--- config.mk ---
export PLATFORM = sky130hd
export DESIGN_NAME = ascon_permutation_engine
export DESIGN_NICKNAME = d
export VERILOG_FILES = /design/src/rtl/ascon_permutation_engine.sv
export SDC_FILE = /design/constraint.sdc
export NUM_CORES = 2
export LEC_CHECK = 0
export BUFFER_PORTS_ARGS = -buffer_cell sky130_fd_sc_hd__buf_2
export CAP_MARGIN = 15
export CORE_ASPECT_RATIO = 0.5
export CORE_MARGIN = 2
export CORE_UTILIZATION = 41
export DETAILED_ROUTE_END_ITERATION = 10
export HOLD_SLACK_MARGIN = 0.02
export MAX_ROUTING_LAYER = met4
export PLACE_DENSITY_LB_ADDON = 0.3
export SYNTH_ARGS = -nofsm -noshare
export SYNTH_HDL_FRONTEND = slang
export SYNTH_SLANG_ARGS = --single-unit
--- constraint.sdc ---
create_clock -name clock_i -period 4.2 [get_ports clock_i]
set_clock_uncertainty 0.2 [all_clocks]
set_input_delay 0.42 -clock clock_i [delete_from_list [all_inputs] [get_ports clock_i]]
set_output_delay 0.42 -clock clock_i [all_outputs]
set_load 0.005 [all_outputs]
--- src/rtl/ascon_permutation_engine.sv ---
// ascon_permutation_engine
//   Self-sequenced ASCON permutation p^12 / p^8 / p^6 over the 320-bit state
//   {x0,x1,x2,x3,x4} (x0 in bits [319:256]). A job is accepted on start_i.
//   The accept cycle already applies the first ROUNDS_PER_CYCLE rounds to
//   state_i. Each RUN cycle applies ROUNDS_PER_CYCLE more rounds to the
//   registered state. done_o pulses once on the edge that applies the last round.
//
// Parameters
//   ROUNDS_PER_CYCLE  rounds chained combinationally per clock (1 or 2)
//
// Ports
//   clock_i      in   1    clock, rising edge
//   resetb_i     in   1    asynchronous reset, active low
//   start_i      in   1    job request (ignored while a job is running)
//   abort_i      in   1    abandon the running job (only with ASCON_PERM_ABORT_EN)
//   nb_rounds_i  in   2    00=12, 01=8, 10=6, 11=12 rounds
//   state_i      in   320  input state, sampled in the accept cycle only
//   busy_o       out  1    job in progress
//   done_o       out  1    one-cycle pulse, state_o holds the final state
//   state_o      out  320  state register
//
// Optional feature macro: ASCON_PERM_ABORT_EN (adds abort_i)

module ascon_permutation_engine #(
    parameter int unsigned ROUNDS_PER_CYCLE = 1
) (
    input  logic         clock_i,
    input  logic         resetb_i,
    input  logic         start_i,
`ifdef ASCON_PERM_ABORT_EN
    input  logic         abort_i,
`endif
    input  logic [1:0]   nb_rounds_i,
    input  logic [319:0] state_i,
    output logic         busy_o,
    output logic         done_o,
    output logic [319:0] state_o
);

    localparam int unsigned STATE_W = 320;
    localparam int unsigned WORD_W  = 64;
    localparam int unsigned CNT_W   = 4;
    localparam logic [CNT_W-1:0] IDX_END = 4'd12;

    if (!(ROUNDS_PER_CYCLE == 1 || ROUNDS_PER_CYCLE == 2)) begin : g_bad_rpc
        $error("ascon_permutation_engine: ROUNDS_PER_CYCLE must be 1 or 2");
    end

    // 5-bit ASCON S-box, input/output bit order {x0,x1,x2,x3,x4}
    localparam logic [4:0] SBOX [32] = '{
        5'h04, 5'h0b, 5'h1f, 5'h14, 5'h1a, 5'h15, 5'h09, 5'h02,
        5'h1b, 5'h05, 5'h08, 5'h12, 5'h1d, 5'h03, 5'h06, 5'h1c,
        5'h1e, 5'h13, 5'h07, 5'h0e, 5'h00, 5'h0d, 5'h11, 5'h18,
        5'h10, 5'h0c, 5'h01, 5'h19, 5'h16, 5'h0a, 5'h0f, 5'h17
    };

    function automatic logic [WORD_W-1:0] ror64(input logic [WORD_W-1:0] x,
                                                input int unsigned    n);
        return (x >> n) | (x << (WORD_W - n));
    endfunction

    // One full round: constant add on x2, column-wise S-box, linear diffusion
    function automatic logic [STATE_W-1:0] ascon_round(input logic [STATE_W-1:0] s,
                                                      input logic [CNT_W-1:0]   idx);
        logic [WORD_W-1:0] x0, x1, x2, x3, x4;
        logic [4:0]        col;
        {x0, x1, x2, x3, x4} = s;
        x2 = x2 ^ {{(WORD_W - 8){1'b0}}, 4'(4'hf - idx), idx};
        for (int i = 0; i < int'(WORD_W); i++) begin
            col = SBOX[{x0[i], x1[i], x2[i], x3[i], x4[i]}];
            {x0[i], x1[i], x2[i], x3[i], x4[i]} = col;
        end
        x0 = x0 ^ ror64(x0, 19) ^ ror64(x0, 28);
        x1 = x1 ^ ror64(x1, 61) ^ ror64(x1, 39);
        x2 = x2 ^ ror64(x2,  1) ^ ror64(x2,  6);
        x3 = x3 ^ ror64(x3, 10) ^ ror64(x3, 17);
        x4 = x4 ^ ror64(x4,  7) ^ ror64(x4, 41);
        return {x0, x1, x2, x3, x4};
    endfunction

    typedef enum logic [1:0] {
        S_IDLE = 2'd0,
        S_RUN  = 2'd1,
        S_DONE = 2'd2
    } fsm_e;

    fsm_e               fsm_q,   fsm_d;
    logic [CNT_W-1:0]   round_q, round_d;
    logic [STATE_W-1:0] state_q, state_d;
    logic               busy_q,  busy_d;
    logic               done_q,  done_d;

    logic               accept;
    logic               abort_req;
    logic               last_step;
    logic [CNT_W-1:0]   first_idx;
    logic [CNT_W-1:0]   base_idx;
    logic [CNT_W-1:0]   step_idx;
    logic [STATE_W-1:0] round_in;
    logic [STATE_W-1:0] round_out;

`ifdef ASCON_PERM_ABORT_EN
    assign abort_req = abort_i;
`else
    assign abort_req = 1'b0;
`endif

    // Starting constant index so that every job finishes on index 11
    always_comb begin : first_index
        case (nb_rounds_i)
            2'b01:   first_idx = 4'd4;
            2'b10:   first_idx = 4'd6;
            default: first_idx = 4'd0;
        endcase
    end

    // Accept is possible from IDLE and from DONE (back-to-back jobs)
    assign accept    = start_i && (fsm_q != S_RUN);
    assign base_idx  = accept ? first_idx : round_q;
    assign round_in  = accept ? state_i : state_q;
    assign step_idx  = base_idx + CNT_W'(ROUNDS_PER_CYCLE);
    assign last_step = (step_idx == IDX_END);

    // ROUNDS_PER_CYCLE rounds chained combinationally
    always_comb begin : round_chain
        round_out = round_in;
        for (int unsigned k = 0; k < ROUNDS_PER_CYCLE; k++) begin
            round_out = ascon_round(round_out, base_idx + CNT_W'(k));
        end
    end

    // Next-state and registered-output logic
    always_comb begin : next_state
        fsm_d   = fsm_q;
        round_d = round_q;
        state_d = state_q;
        busy_d  = busy_q;
        done_d  = 1'b0;
        case (fsm_q)
            S_RUN: begin
                if (abort_req) begin
                    fsm_d  = S_IDLE;
                    busy_d = 1'b0;
                end else begin
                    state_d = round_out;
                    round_d = step_idx;
                    if (last_step) begin
                        fsm_d  = S_DONE;
                        busy_d = 1'b0;
                        done_d = 1'b1;
                    end
                end
            end
            default: begin
                fsm_d  = S_IDLE;
                busy_d = 1'b0;
                if (accept) begin
                    state_d = round_out;
                    round_d = step_idx;
                    busy_d  = 1'b1;
                    fsm_d   = S_RUN;
                end
            end
        endcase
    end

    always_ff @(posedge clock_i or negedge resetb_i) begin : regs
        if (!resetb_i) begin
            fsm_q   <= S_IDLE;
            round_q <= '0;
            state_q <= '0;
            busy_q  <= 1'b0;
            done_q  <= 1'b0;
        end else begin
            fsm_q   <= fsm_d;
            round_q <= round_d;
            state_q <= state_d;
            busy_q  <= busy_d;
            done_q  <= done_d;
        end
    end

    assign busy_o  = busy_q;
    assign done_o  = done_q;
    assign state_o = state_q;

endmodule

# Yosys cells after proc, flatten, opt, wreduce, memory -nomap -nowiden
# Memories as Yosys holds them, arrays and structs flattened.
# Index checks and enable logic that the tools add are counted.
# op_classes
n_addsub,2
order_cmp,64
n_eq_ne,6
mux,143
bitwise_logic,85
n_reduce_logical,2
# ops
operator,n
$mux 320,3
$mux 5,128
$xor 64x64->64,10
$ge 6x6->1 const B,64
$not 5->6,64
$or 23x64->64,1
$or 25x64->64,1
$or 3x64->64,1
$or 36x64->64,1
$or 45x64->64,1
$or 47x64->64,1
$or 54x64->64,1
$or 57x64->64,1
$or 58x64->64,1
$or 63x64->64,1
$xor 64x8->64,1
$mux 4,3
$mux 1,6
$pmux 3 s2,1
$add 4x1->4 const B,1
$eq 2x1->1 const B,2
$eq 4x4->1 const B,1
$mux 2,2
$sub 4x4->4 const A,1
5 further kinds,5
# word_totals
register_bits,328
rom_bits,10240
output_inout_bits,322
word_cells,371
mem_count,64
# mem_list
name,words,width,rd,rd_ports_with_merged_regs,wr,line,text
(no name shown),32,5,1,0,0,70,"col = SBOX[{x0[i], x1[i], x2[i], x3[i], x4[i]}];"
(no name shown),32,5,1,0,0,70,
(no name shown),32,5,1,0,0,70,
(no name shown),32,5,1,0,0,70,
(no name shown),32,5,1,0,0,70,
(no name shown),32,5,1,0,0,70,
+58 memories,--,--,--,--,--,--,

# Longest topological paths before layout
# logic_depth
depth_word,14
depth_mapped,18
ltp_nobuf,12

# Least setup slack after synthesis
# OpenSTA, ideal clock, no wires.
# synth_timing
kind,register -> register
start,register fsm_q[0]
end,register state_q[198] (netlist: state_o[198])
setup_time_ps,137
arrival_time_ps,3613
slack_ps,250
path_stages_with_launch,18
path_buffers,7
synth_period_minus_slack_ps,3950
path_cell_list,dfrtp_1 and2b_4 nor2_8 buf_8 buf_6 buf_6 buf_4 buf_2 buf_2 buf_2 mux2i_1 ha_1 nor3_1 a2bb2oi_1 xnor2_1 xor2_1 xnor2_1 a21oi_1
# synth_via
elab_chain_len,13
elab_cells_between_ends,26
# synth_rtl
item,line,text
from (decl),87,"fsm_e fsm_q, fsm_d;"
from (signal assigned),175,fsm_q <= fsm_d;
$ne 2x1->1,118,assign accept = start_i && (fsm_q != S_RUN);
$logic_and 1x1->1,118,
$mux 4 / $mux 320 (equally long branches),"119, 120",
$sub 4x4->4 / $xor 64x8->64 (equally long branches),68,"x2 = x2 ^ {{(WORD_W - 8){1'b0}}, 4'(4'hf - idx), idx};"
$xor 64x8->64 / $not 5->6 (equally long branches),"68, 70",
$not 5->6 (not written as such) / $mem_v2 32x5 (equally long branches),--,
$mem_v2 32x5 / $mux 5 (equally long branches),--,
$mux 5 (not written as such),70,
$mux 5 (not written as such) / $or 3x64->64 (equally long branches),"70, 59",
$xor 64x64->64 (2 in series),74,"x1 = x1 ^ ror64(x1, 61) ^ ror64(x1, 39);"
$mux 320,157,if (accept) begin
$mux 320,139,case (fsm_q)
to (signal assigned),177,state_q <= state_d;
to (decl),89,"logic [STATE_W-1:0] state_q, state_d;"
# Parallel ways exist; a longest one is shown, timed or not. The select of a mux whose other input is x is not followed.
# A chain may end at the register's enable or synchronous reset.

# Worst setup path in the final report
# layout_timing
start,register fsm_q[0]
end,register state_q[200] (netlist: state_o[200])
# layout_via
elab_chain_len,14
elab_cells_between_ends,26
# layout_rtl
item,line,text
$ne 2x1->1,118,
$logic_and 1x1->1,118,
$mux 4,119,assign base_idx = accept ? first_idx : round_q;
$sub 4x4->4,68,
$xor 64x8->64,68,
$not 5->6 (not written as such),70,
$mem_v2 32x5,--,
$mux 5 (not written as such) (2 in series),70,
$or 3x64->64,59,return (x >> n) | (x << (WORD_W - n));
$xor 64x64->64 (2 in series),74,
$mux 320,157,
$mux 320,139,
# Parallel ways exist; a longest one is shown, timed or not. The select of a mux whose other input is x is not followed.

==> summary.md <==
| Metric | Value |
|---|---|
| Routability Congestion | 1.09 |
| Fraction of layout cells with a size suffix above 1 | 24.3% |
| # setup viols final | 0 |
| Actual slew at the worst max-slew pin | between 1 and 1.5 ns |
| Simple-gate share of the synthesized area | 13.9% |
| Final Critical Period | 4.09 ns |
| WP data arrival | 4.34 ns |
| Rows | 76 |
| Status | completed |
| Yosys reg bits | 327 |
| Mux cell area share after synthesis | 14.6% |
| Largest net degree at the start of global routing | 110 |
| Cell with the most instances after synthesis | xnor2_1 |
| Type of destination of the critical path | flip-flop |
| Yosys top cell area share | 23.0% |
| Post-synth top cells | xnor2_1, nand2_1, mux2i_1, dfrtp_1, xor2_1 |
| Hold Path Class | in -> reg |
| Largest family of logic cells by synthesized area | XOR/XNOR gates |
| Die height | around 210 um |
| Synth unique cells | 78 |
| Wire per inst | 32.3 um |
| Pre-CTS setup slack | -0.0588 ns |
| Most used cell, CP | buf_12 |
| Total CTS buffers | 37 |
| Router iterations before antenna repair | 6 |
| DRT antenna net count | 0 |
| Final Hold Vio Count | 0 |
| Via count | about 37,000 |
| TritonCTS clock tree | done |
| Seq/Total Area, Yosys | 23.0% |
| Final nets | 5,368 |
| Worst Slack Setup Final | roughly 0.11 ns |
| CORE AREA | 86,000 um2 |
| Area contributors post-synth | dfrtp_1, xnor2_1, mux2i_1, xor2_1, nand2_1 |
| GRT overflow | 0 |
| Setup Crit Path Kind | reg -> reg |
| Max Fclk | approximately 240 MHz |
| Most area-hungry cell type in the Yosys netlist | dfrtp_1 |
| Adder-cell share of the synthesized area | 3.96% |
| IO Port Bufs | about 650 |
| Slew Viols, Final | 0 |
| Gate Count Post-Synth | 4,167 |
| Cell Area, Synth | about 36,000 um2 |
| Initial DRC count | 5,132 |
| Slowest cell on crit path | o221a_2 |
| Worst-path cell chain | and2b_4 > nor2_8 > buf_12 > buf_12 > mux2i_1 > ha_1 > nand3_1 > o221a_2 > xnor2_1 > xnor2_2 > buf_4 > a21oi_1 |
| Final Routed Wirelength | 199,000 um |
| Post-Syn Area per Cell | roughly 8.5 um2 |
| Antenna violations before repair | 14 |
| Largest stage delay, worst path | ~0.50 ns |
| Total nets after synthesis | about 4,600 |
| Tot GR Track Use | 44.3% |
| Final period utilization | 97.3% |
| Layout area overhead | 21.2% |
| Die width | approximately 420 um |
| Die Area | 89,200 um2 |
| Synth Flop Type | dfrtp_1 |
| Relative slew slack | 12.9% |
| Post-CTS Repair Setup Buffers | 0 |
| First-pass GRT wire length | 267,000 um |
| Clock Path Buffers | 3 |
| Max Cap Viol | 0 |
| CP Launch Type | flip-flop |
| CP required | between 4 and 5 ns |
| Post-synthesis compound-gate area fraction | 13.7% |
| Total negative slack | 0 ns |
| # IOs | approximately 650 |
| XOR/XNOR share of the synthesized area | 27.1% |
| Initial Util | 41.3% |
| Post-synth EDFFs | 0 |
| H-tree depth | 2 |
| Post-route DRC | 0 |
| Max FO, Critical Path | 37 |
| Sink Count | 327 |
| DP HPWL | 163,000 um |
| Warnings, synthesis | 0 |
| Vias in the first global route | 33,418 |
| Unrepaired setup endpoints after global routing | false |
| Clock root buffer master | clkbuf_16 |
| Worst skew pair latency | 0.59 ns |
| Ys async rst share | 100% |
| Clk slew on worst S/H paths | 0.07 ns |
| Vias per cell | between 6 and 7 |
cell type report:
cell class	instances	area, um2
Antenna cell	15	37.5
Inverter	49	184
Clock buffer	49	1060
Multi-Input combinational cell	3568	26100
Tap cell	1170	1460
Fill cell	8425	42900
Timing Repair Buffer	949	5800
Sequential cell	327	8180
Clock inverter	16	200
flip-flops by register name, summed over array words and instances, names as in the netlist:
name and flops:
fsm_q 2, round_q 4, done_o 1, state_o 320
worst max-delay path, delay by kind of cell (launching register included):
kind / cells / cell delay [ns]
simple gates: 3 / 0.72
flops: 1 / 0.43
mux: 1 / 0.29
fa+ha+maj: 1 / 0.30
compound gates: 2 / 0.56
xor+xnor: 2 / 0.63
buf+inv: 3 / 0.72
worst paths after layout:
kind | startpoint | to | slack (ns) | cells after the start
setup / recovery | fsm_q[0] | state_o[200] | 0.11 | 12
hold / removal | nb_rounds_i[1] | round_q[2] | 0.14 | 3
setup reg to reg | fsm_q[0] | state_o[200] | 0.11 | 12
hold reg to reg | state_o[28] | state_o[28] | 0.33 | 2
max in group asynchronous | resetb_i | state_o[146] | 2.63 | 3
min in group asynchronous | resetb_i | done_o | 0.17 | 2
what timing repair did:
item                                    4_1_cts  5_1_grt
hold endpoints to repair                     49        0
endpoints found under the setup margin        2        1
cloned                                        0        0
hold buffers                                  1        0
pin swaps                                     0        0
resized for setup                             2        1
through the flow:
stage                     util (%)  hold slack (ns)  std cells  instance area [um2]
after floorplan                  -          -0.0756       4167                35500
after global placement        48.6            0.213       6061                41700
after detailed placement      48.6            0.208       6061                41700
after CTS                     50.1           0.0847       6127                43000
after global routing          50.1            0.141       6137                43100
final                         50.1            0.142       6143                43100
kinds of logic (layout without fill, tap and decap cells):
| logic type | after synthesis | after routing |
|---|---|---|
| mux | 492 | 492 |
| compound gates | 780 | 780 |
| buf+inv | 272 | 1063 |
| xor+xnor | 1068 | 1068 |
| other cells | 0 | 15 |
| simple gates | 1115 | 1115 |
| flops | 327 | 327 |
| fa+ha+maj | 113 | 113 |
per-layer routing:
layer / global-route usage [%] / up-vias / part of all wire (%)
li1: - / 15957 / -
met1: 59.5 / 18780 / 42
met2: 61.7 / 2277 / 41
met3: 17.7 / 312 / 14
met4: 9.97 / 0 / 2.7
met5: - / - / 0
layout by cell type, fill, tap and decap left out, types with 115 or more instances in the layout:
cell type	instances
xnor2_1	712
o21ai_0	188
nand2_1	411
dfrtp_1	327
xor2_1	320
mux2i_1	379
o21ai_1	115
a21oi_1	237
nand3_1	144
buf_4	281
buf_2	644
nor2_1	305
Power is not shown: default switching activity piles up to over one toggle a cycle in this logic, so the estimate is an artifact.
